### src/rtl/aes_seeded_stimulus.sv
// Seeded AES stimulus generator: single-bit plaintext flips under the seed key, then under the
// inverted key, then the bare seed. Defining AES_STIM_ABORT_EN adds an abort input.
module aes_seeded_stimulus #(
   parameter int KEY_SIZE  = 128,
   parameter int NUM_FLIPS = 128
) (
   input  logic                clock,
   input  logic                reset,
`ifdef AES_STIM_ABORT_EN
   input  logic                abort,
`endif
   input  logic                start,
   input  logic [127:0]        seedPlain,
   input  logic [KEY_SIZE-1:0] seedKey,
   output logic [127:0]        plainData,
   output logic [KEY_SIZE-1:0] inputKey,
   output logic                outValid,
   input  logic                outReady,
   output logic [8:0]          vecIndex,
   output logic                busy,
   output logic                done
);

   typedef enum logic [2:0] {IDLE, FLIP_KEY, FLIP_NOTKEY, FINAL, DONE} state_t;

   localparam logic [8:0] FLIPS       = 9'(NUM_FLIPS);
   localparam logic [8:0] LAST_KEY    = 9'(NUM_FLIPS - 1);
   localparam logic [8:0] LAST_NOTKEY = 9'(2 * NUM_FLIPS - 1);
   localparam logic [8:0] FINAL_IDX   = 9'(2 * NUM_FLIPS);

   state_t                r_state;
   state_t                w_nextState;
   logic [127:0]          r_seedPlain;
   logic [KEY_SIZE-1:0]   r_seedKey;
   logic [127:0]          r_plainData;
   logic [KEY_SIZE-1:0]   r_inputKey;
   logic [8:0]            r_vecIndex;

   logic                  w_abort;
   logic                  w_busy;
   logic                  w_load;
   logic                  w_advance;
   logic [8:0]            w_nextIdx;
   logic [6:0]            w_bitPos;
   logic [127:0]          w_flipMask;
   logic [127:0]          w_nextPlain;
   logic [KEY_SIZE-1:0]   w_nextKey;

`ifdef AES_STIM_ABORT_EN
   assign w_abort = abort;
`else
   assign w_abort = 1'b0;
`endif

   always_ff @(posedge clock or posedge reset) begin
      if (reset) begin
         r_state <= IDLE;
      end else begin
         r_state <= w_nextState;
      end
   end

   always_comb begin
      w_nextState = r_state;
      w_busy      = 1'b0;
      w_load      = 1'b0;
      done        = 1'b0;
      case (r_state)
         IDLE: begin
            if (start) begin
               w_load      = 1'b1;
               w_nextState = FLIP_KEY;
            end
         end
         FLIP_KEY: begin
            w_busy = 1'b1;
            if (outReady && r_vecIndex == LAST_KEY) w_nextState = FLIP_NOTKEY;
         end
         FLIP_NOTKEY: begin
            w_busy = 1'b1;
            if (outReady && r_vecIndex == LAST_NOTKEY) w_nextState = FINAL;
         end
         FINAL: begin
            w_busy = 1'b1;
            if (outReady) w_nextState = DONE;
         end
         DONE: begin
            done        = 1'b1;
            w_nextState = IDLE;
         end
         default: w_nextState = IDLE;
      endcase
      // abort wins over any transfer happening in the same cycle
      if (w_busy && w_abort) w_nextState = IDLE;
      w_advance = w_busy && outReady && !w_abort;
   end

   // Next vector is computed from the index it will carry, so phase boundaries need no bubble
   assign w_nextIdx   = r_vecIndex + 9'd1;
   assign w_bitPos    = (w_nextIdx < FLIPS) ? w_nextIdx[6:0] : 7'(w_nextIdx - FLIPS);
   assign w_flipMask  = 128'(1) << w_bitPos;
   assign w_nextPlain = (w_nextIdx < FINAL_IDX) ? (r_seedPlain ^ w_flipMask) : r_seedPlain;
   assign w_nextKey   = (w_nextIdx >= FLIPS && w_nextIdx < FINAL_IDX) ? ~r_seedKey : r_seedKey;

   always_ff @(posedge clock or posedge reset) begin
      if (reset) begin
         r_seedPlain <= '0;
         r_seedKey   <= '0;
         r_plainData <= '0;
         r_inputKey  <= '0;
         r_vecIndex  <= '0;
      end else if (w_load) begin
         r_seedPlain <= seedPlain;
         r_seedKey   <= seedKey;
         r_plainData <= seedPlain ^ 128'(1);
         r_inputKey  <= seedKey;
         r_vecIndex  <= '0;
      end else if (w_advance) begin
         r_vecIndex <= w_nextIdx;
         // the FINAL vector stays on the outputs after the sequence ends
         if (r_state != FINAL) begin
            r_plainData <= w_nextPlain;
            r_inputKey  <= w_nextKey;
         end
      end
   end

   assign plainData = r_plainData;
   assign inputKey  = r_inputKey;
   assign vecIndex  = r_vecIndex;
   assign outValid  = w_busy;
   assign busy      = w_busy;

endmodule

### config.mk
export PLATFORM = sky130hd
export DESIGN_NAME = aes_seeded_stimulus
export DESIGN_NICKNAME = d
export VERILOG_FILES = /design/src/rtl/aes_seeded_stimulus.sv
export SDC_FILE = /design/constraint.sdc
export NUM_CORES = 1
export LEC_CHECK = 0
export ABC_AREA = 1
export ABC_CLOCK_PERIOD_IN_PS = 55400
export CAP_MARGIN = 20
export CORE_MARGIN = 2
export CORE_UTILIZATION = 45
export DETAILED_ROUTE_END_ITERATION = 16
export DONT_BUFFER_PORTS = 1
export PLACE_DENSITY = 0.68
export SLEW_MARGIN = 20
export SYNTH_ARGS = -nofsm -noshare
export SYNTH_HDL_FRONTEND = slang
export SYNTH_SLANG_ARGS = --single-unit
### constraint.sdc
create_clock -name clock -period 55.4 [get_ports clock]
set_input_delay 11.08 -clock clock [delete_from_list [all_inputs] [get_ports clock]]
set_output_delay 11.08 -clock clock [all_outputs]
set_load 0.01 [all_outputs]
==> out/qor.csv, run 1 <==
stage,metric,value,unit
outcome,status,"complete, no violations",
critical_path,critPathMaxFanout,197,
clocking,numCtsBuffers,60,
synthesis,synthArstFlopShare,1.00,
floorplan,die_y,261,um
detailed_routing,wl_per_cell,18.8,um
layout,final_cell_mix,"nand2_1, inv_1, nand3_1, dfrtp_1, or2_1",
layout,final_common_cell,nand2_1,
power_and_ir_drop,p_per_area,68.1,nW/um2
place,post-dp-hpwl,58700,um
critical_path,arrival,15920,ps
critical_path,cp_data_required_time,55920,ps
place,io_buffers,0,
synthesis,synth-seq-area-share,0.442,
critical_path,critPathKind,primary input to register,
place,gp_congestion,0.848,
synthesis,syn_nets,4345,
floorplan,start_util,0.452,
clocking,path_clk_slew,60,ps
timing,period_needed,15400,ps
power_and_ir_drop,leakagePower,16.2,nW
floorplan,dieArea,67900,um2
global_routing,grt_max_degree,198,
layout,antenna_cells,0,
timing,relSlewSlack,0.246,
clocking,clk_latency,640,ps
timing,worst_slew_pin_slew,1130,ps
timing,hold_slack,488,ps
clocking,cts_sinks,524,
global_routing,antenna_found_initial,0,
timing,fin_crit_sh,0.278,
timing,hold_viol,0,
min_path,hp-class,register to register,
clocking,root_buffer,clkbuf_16,
critical_path,endpoint_kind,register,
layout,area_delta_synth_final,6.53,%
synthesis,syn_area,29600,um2
synthesis,ys_warn_count,0,
synthesis,synth_edf_count,0,
timing,fmax,0.0649,GHz
floorplan,ios,528,
synthesis,synthCells,4079,
critical_path,start_kind,primary input,
layout,nets,4158,
layout,n_fill_cell,6378,
clocking,cts_max_level,2,
synthesis,synthFlopType,dfrtp_1,
synthesis,synth_mux_area_frac,0,
clocking,cts_buffer_depth,3,
detailed_routing,firstDrtPassIters,6,
clocking,post_cts_resized,0,
timing,final.setup.tns,0,ps
power_and_ir_drop,peakVddDrop,0.0374,mV
detailed_routing,wirelength,90200,um
timing,finalMaxSlewViolations,0,
clocking,cts_tree,built,
detailed_routing,drc,0,
timing,finalSetupViolations,0,
synthesis,synth.ff_latch_count,524,
synthesis,synth_simple_gate_area_share,0.354,
flow_run,maxCapViolCount,0,
detailed_routing,drt_iter0_drc,2657,
synthesis,syn_area_per_cell,7.27,um2
detailed_routing,via_per_inst,5.39,
global_routing,overflow,0,
floorplan,die_w,261,um
global_routing,grt_pass1_wl,138000,um
timing,skew,23.3,ps
synthesis,synth_cell_types,30,
synthesis,synth_xor_area_frac,0,
timing,rsz0062_at_grt,no,
clocking,postCtsSetupBuffers,0,
global_routing,grt_pass1_vias,23245,
synthesis,synth_fa_ha_area_frac,0.00253,
floorplan,num_rows,94,
synthesis,synth_compound_area_frac,0.0688,
detailed_routing,vias,25867,
synthesis,synth_top_family_by_area,simple AND/OR/NAND/NOR gates,
floorplan,core_area,65500,um2
detailed_routing,ant_nets,0,
layout,drive_above_1_share,0.0440,
global_routing,track_usage,0.257,
clocking,cts_hold_buf,0,
through the flow:
step	cells	util	total power [mW]	setup WS [ps]	cell area [um2]
2_1_floorplan	4079	-	1.52	29680	29600
3_3_place_gp	4694	0.451	1.71	39510	29500
3_5_place_dp	4694	0.451	1.73	39520	29500
4_1_cts	4800	0.482	2.16	40170	31600
5_1_grt	4800	0.482	2.34	39540	31600
6_report	4800	0.482	2.15	40000	31600
logic make-up (layout without fill, tap and decap cells):
family          Yosys count  in the layout
compound gates          403            403
simple gates           2229           2229
flops                   524            524
fa+ha+maj                 6              6
buf+inv                 917            774
power by group:
group          switching [mW]  internal [mW]  leakage, nW  total [mW]
Sequential              0.187          0.581         6.25       0.769
Clock                   0.170          0.249         1.02       0.419
Combinational           0.630          0.331         8.89       0.961
cells in the mapped netlist, types with 22 or more instances:
cell type | n | share of area
a21oi_1 | 261 | 0.044
buf_2 | 169 | 0.029
buf_4 | 23 | 0.0058
buf_6 | 22 | 0.0084
clkbuf_1 | 60 | 0.0076
dfrtp_1 | 524 | 0.44
inv_1 | 615 | 0.078
nand2_1 | 1011 | 0.13
nand3_1 | 556 | 0.094
nand3b_1 | 32 | 0.0081
nand4_1 | 147 | 0.031
nor2_1 | 107 | 0.014
o21ai_0 | 134 | 0.023
or2_0 | 27 | 0.0057
or2_1 | 309 | 0.065
or2_2 | 27 | 0.0057
layout make-up:
type                    instances  area (um2)  area share
clock inverters                25         363      0.0115
well taps                     864        1080      0.0342
multi-input cells            2638       12700       0.402
inverters                     640        2420      0.0767
flip-flops and latches        524       13100       0.415
repair buffers                 28         223     0.00705
clock buffers                  81        1680      0.0533
path summary, 6_finish.rpt:
path                                 startpoint                to  slack, ps  depth (start not counted)
max in group asynchronous                 reset      inputKey[59]      42880                          3
worst max-delay path                      start     plainData[43]      40000                         11
min in group asynchronous                 reset  r_seedPlain[101]      10340                          1
worst min-delay path            r_seedPlain[53]   r_seedPlain[53]        490                          2
worst min register to register  r_seedPlain[53]   r_seedPlain[53]        490                          2
worst max register to register       r_state[2]     plainData[43]      49710                         12
routing by layer:
metal	routed length [um]	vias up	part of all wire	GRT usage
li1	-	12389	-	-
met1	38200	12382	0.42	0.351
met2	40700	907	0.45	0.390
met3	7280	189	0.081	0.0628
met4	3980	0	0.044	0.102
met5	0	-	0	0
critical path, cell delays in order:
cell	delay, ps
nand3_4	390
inv_8	840
buf_4	930
buf_4	890
buf_4	920
or2_2	240
inv_1	40
nand3_1	70
nand3_1	90
nand2_1	60
inv_1	30
registers in the layout, summed over array words and instances, names as in the netlist:
signal and cells:
r_state 3, plainData 128, vecIndex 9, r_seedKey 128
r_seedPlain 128, inputKey 128
(Power assumes the default switching activity.)
==> inputs of run 2 (changes only) <==
--- a/config.mk
+++ b/config.mk
@@ -6,13 +6,13 @@
 export NUM_CORES = 1
 export LEC_CHECK = 0
 export ABC_AREA = 1
-export ABC_CLOCK_PERIOD_IN_PS = 55400
+export ABC_CLOCK_PERIOD_IN_PS = 12900
 export CAP_MARGIN = 20
 export CORE_MARGIN = 2
 export CORE_UTILIZATION = 45
 export DETAILED_ROUTE_END_ITERATION = 16
 export DONT_BUFFER_PORTS = 1
-export PLACE_DENSITY = 0.68
+export PLACE_DENSITY = 0.7
 export SLEW_MARGIN = 20
 export SYNTH_ARGS = -nofsm -noshare
 export SYNTH_HDL_FRONTEND = slang
==> constraint.sdc (replaced) <==
create_clock -name clock -period 12.9 [get_ports clock]
set_input_delay 2.58 -clock clock [delete_from_list [all_inputs] [get_ports clock]]
set_output_delay 2.58 -clock clock [all_outputs]
set_load 0.01 [all_outputs]
==> run 2 against run 1 <==
- die area unchanged
- sequential cell count unchanged
- cell area about the same
- sequential share of layout area about the same
- combinational power increased to 4.3 times the previous value
- routed wire length decreased by 1.4%
- utilization hardly changed
- total power grew to 4.3 times the previous value
==> out/qor.csv, run 2 (synthesis results as in run 1) <==
stage,metric,value,unit,change
critical_path,critPathKind,primary input to register,,unchanged
timing,final.setup.tns,0,ps,unchanged
timing,fmax,0.171,GHz,
outcome,status,"complete, no violations",,unchanged
layout,drive_above_1_share,0.0437,,was 0.0440
layout,antenna_cells,0,,unchanged
clocking,postCtsSetupBuffers,0,,unchanged
global_routing,grt_max_degree,227,,was 198
power_and_ir_drop,p_per_area,290,nW/um2,was 68.1 nW/um2
floorplan,ios,528,,unchanged
critical_path,cp_data_required_time,13460,ps,"was 55,920 ps"
timing,skew,25.2,ps,was 23.3 ps
detailed_routing,wirelength,89000,um,"was 90,200 um"
timing,fin_ws,7050,ps,"was 40,000 ps"
detailed_routing,vias,25670,,"was 25,867"
critical_path,arrival,6410,ps,"was 15,920 ps"
timing,hold_viol,0,,unchanged
global_routing,antenna_found_initial,0,,unchanged
place,io_buffers,0,,unchanged
detailed_routing,drt_iter0_drc,2374,,"was 2,657"
clocking,cts_tree,built,,unchanged
layout,final_cell_mix,"nand2_1, inv_1, nand3_1, dfrtp_1, or2_1",,unchanged
timing,fin_crit_sh,0.453,,
clocking,numCtsBuffers,60,,unchanged
clocking,clk_latency,640,ps,about the same
clocking,cts_buffer_depth,3,,unchanged
clocking,cts_max_level,2,,unchanged
floorplan,num_rows,94,,unchanged
place,gp_congestion,0.861,,was 0.848
critical_path,r2r_slack,8100,ps,"was 49,710 ps"
layout,nets,4158,,unchanged
place,post-dp-hpwl,57300,um,"was 58,700 um"
detailed_routing,wl_per_cell,18.5,um,was 18.8 um
power_and_ir_drop,leakagePower,16.1,nW,was 16.2 nW
global_routing,overflow,0,,unchanged
detailed_routing,via_per_inst,5.35,,was 5.39
flow_run,maxCapViolCount,0,,unchanged
clocking,post_cts_resized,0,,unchanged
critical_path,start_kind,primary input,,unchanged
timing,finalSetupViolations,0,,unchanged
layout,area_delta_synth_final,6.50,%,was 6.53%
floorplan,start_util,0.452,,unchanged
floorplan,dieArea,67900,um2,unchanged
clocking,root_buffer,clkbuf_16,,unchanged
power_and_ir_drop,power,9.17,mW,was 2.15 mW
global_routing,grt_pass1_wl,136000,um,"was 138,000 um"
clocking,cts_sinks,524,,unchanged
timing,rsz0062_at_grt,no,,unchanged
timing,period_needed,5850,ps,
detailed_routing,firstDrtPassIters,6,,unchanged
floorplan,core_area,65500,um2,unchanged
critical_path,endpoint_kind,register,,unchanged
layout,n_fill_cell,6409,,"was 6,378"
timing,worst_slew_pin_slew,1070,ps,was 1130 ps
clocking,cts_hold_buf,0,,unchanged
floorplan,die_w,261,um,unchanged
detailed_routing,drc,0,,unchanged
timing,relSlewSlack,0.290,,was 0.246
global_routing,track_usage,0.253,,was 0.257
min_path,hp-class,register to register,,unchanged
critical_path,critPathMaxFanout,98,,was 197
place,dp_worst_setup_slack,6460,ps,"was 39,520 ps"
timing,finalMaxSlewViolations,0,,unchanged
floorplan,die_y,261,um,unchanged
detailed_routing,ant_nets,0,,unchanged
global_routing,grt_pass1_vias,23404,,"was 23,245"
layout,final_core_util,0.482,,about the same
power_and_ir_drop,peakVddDrop,0.167,mV,was 0.0374 mV
layout,final_common_cell,nand2_1,,unchanged
clocking,path_clk_slew,60,ps,about the same
## run 2: changes by cell type in the layout (fill, tap and decap cells not counted)
cell | previous run | this run
buf_16 | 0 | 2
clkbuf_8 | 8 | 11
inv_8 | 2 | 0
buf_12 | 1 | 4
clkbuf_1 | 12 | 15
buf_4 | 27 | 22
clkinv_2 | 13 | 12
clkinv_8 | 0 | 1
clkinvlp_4 | 0 | 3
bufinv_16 | 8 | 3
## run 2: metrics by stage
stage	cells	instance area, um2	hold WS, ps
final	4802	31600	491
after global placement	4691	29500	473
after floorplan	4079	29600	459
after global routing	4802	31600	509
after detailed placement	4691	29500	478
after CTS	4799	31500	495
## run 2: worst paths after layout
check,startpoint,end,cells after the start
setup / recovery,start,plainData[38],11
hold / removal,r_seedPlain[91],r_seedPlain[91],2
setup reg to reg,vecIndex[0],plainData[12],15
hold reg to reg,r_seedPlain[91],r_seedPlain[91],2
max in group asynchronous,reset,r_seedPlain[51],4
min in group asynchronous,reset,plainData[99],2
## run 2: per-layer routing
metal  vias up  share of wire  GRT usage
met1     12109           0.42      0.337
met4         0          0.058      0.127
met5         -              0          0
met3       223          0.086     0.0673
met2       940           0.44      0.379
li1      12398              -          -
## run 2: critical path, stage by stage
cell,delay (ps)
nand3_4,70
buf_4,560
buf_4,880
buf_4,850
buf_4,790
nand2_1,100
inv_1,80
nand4_1,100
nand3_1,140
nand2_1,50
inv_1,40
## run 2: report_power, final
group | leakage (nW) | total (mW) | switching [mW] | internal, mW
Clock | 0.966 | 1.72 | 0.729 | 0.992
Combinational | 8.91 | 4.13 | 2.70 | 1.43
Sequential | 6.25 | 3.31 | 0.816 | 2.50
Total | 16.1 | 9.17 | 4.24 | 4.92
## run 2: area by class of cell
| class | instances | area (um2) | share of cell area |
|---|---|---|---|
| clock buffer | 87 | 1730 | 0.0549 |
| clock inverter | 21 | 223 | 0.00706 |
| inverter | 640 | 2420 | 0.0768 |
| multi-input combinational | 2638 | 12700 | 0.402 |
| sequential | 524 | 13100 | 0.415 |
| tap | 864 | 1080 | 0.0343 |
| timing repair buffer | 28 | 300 | 0.00951 |
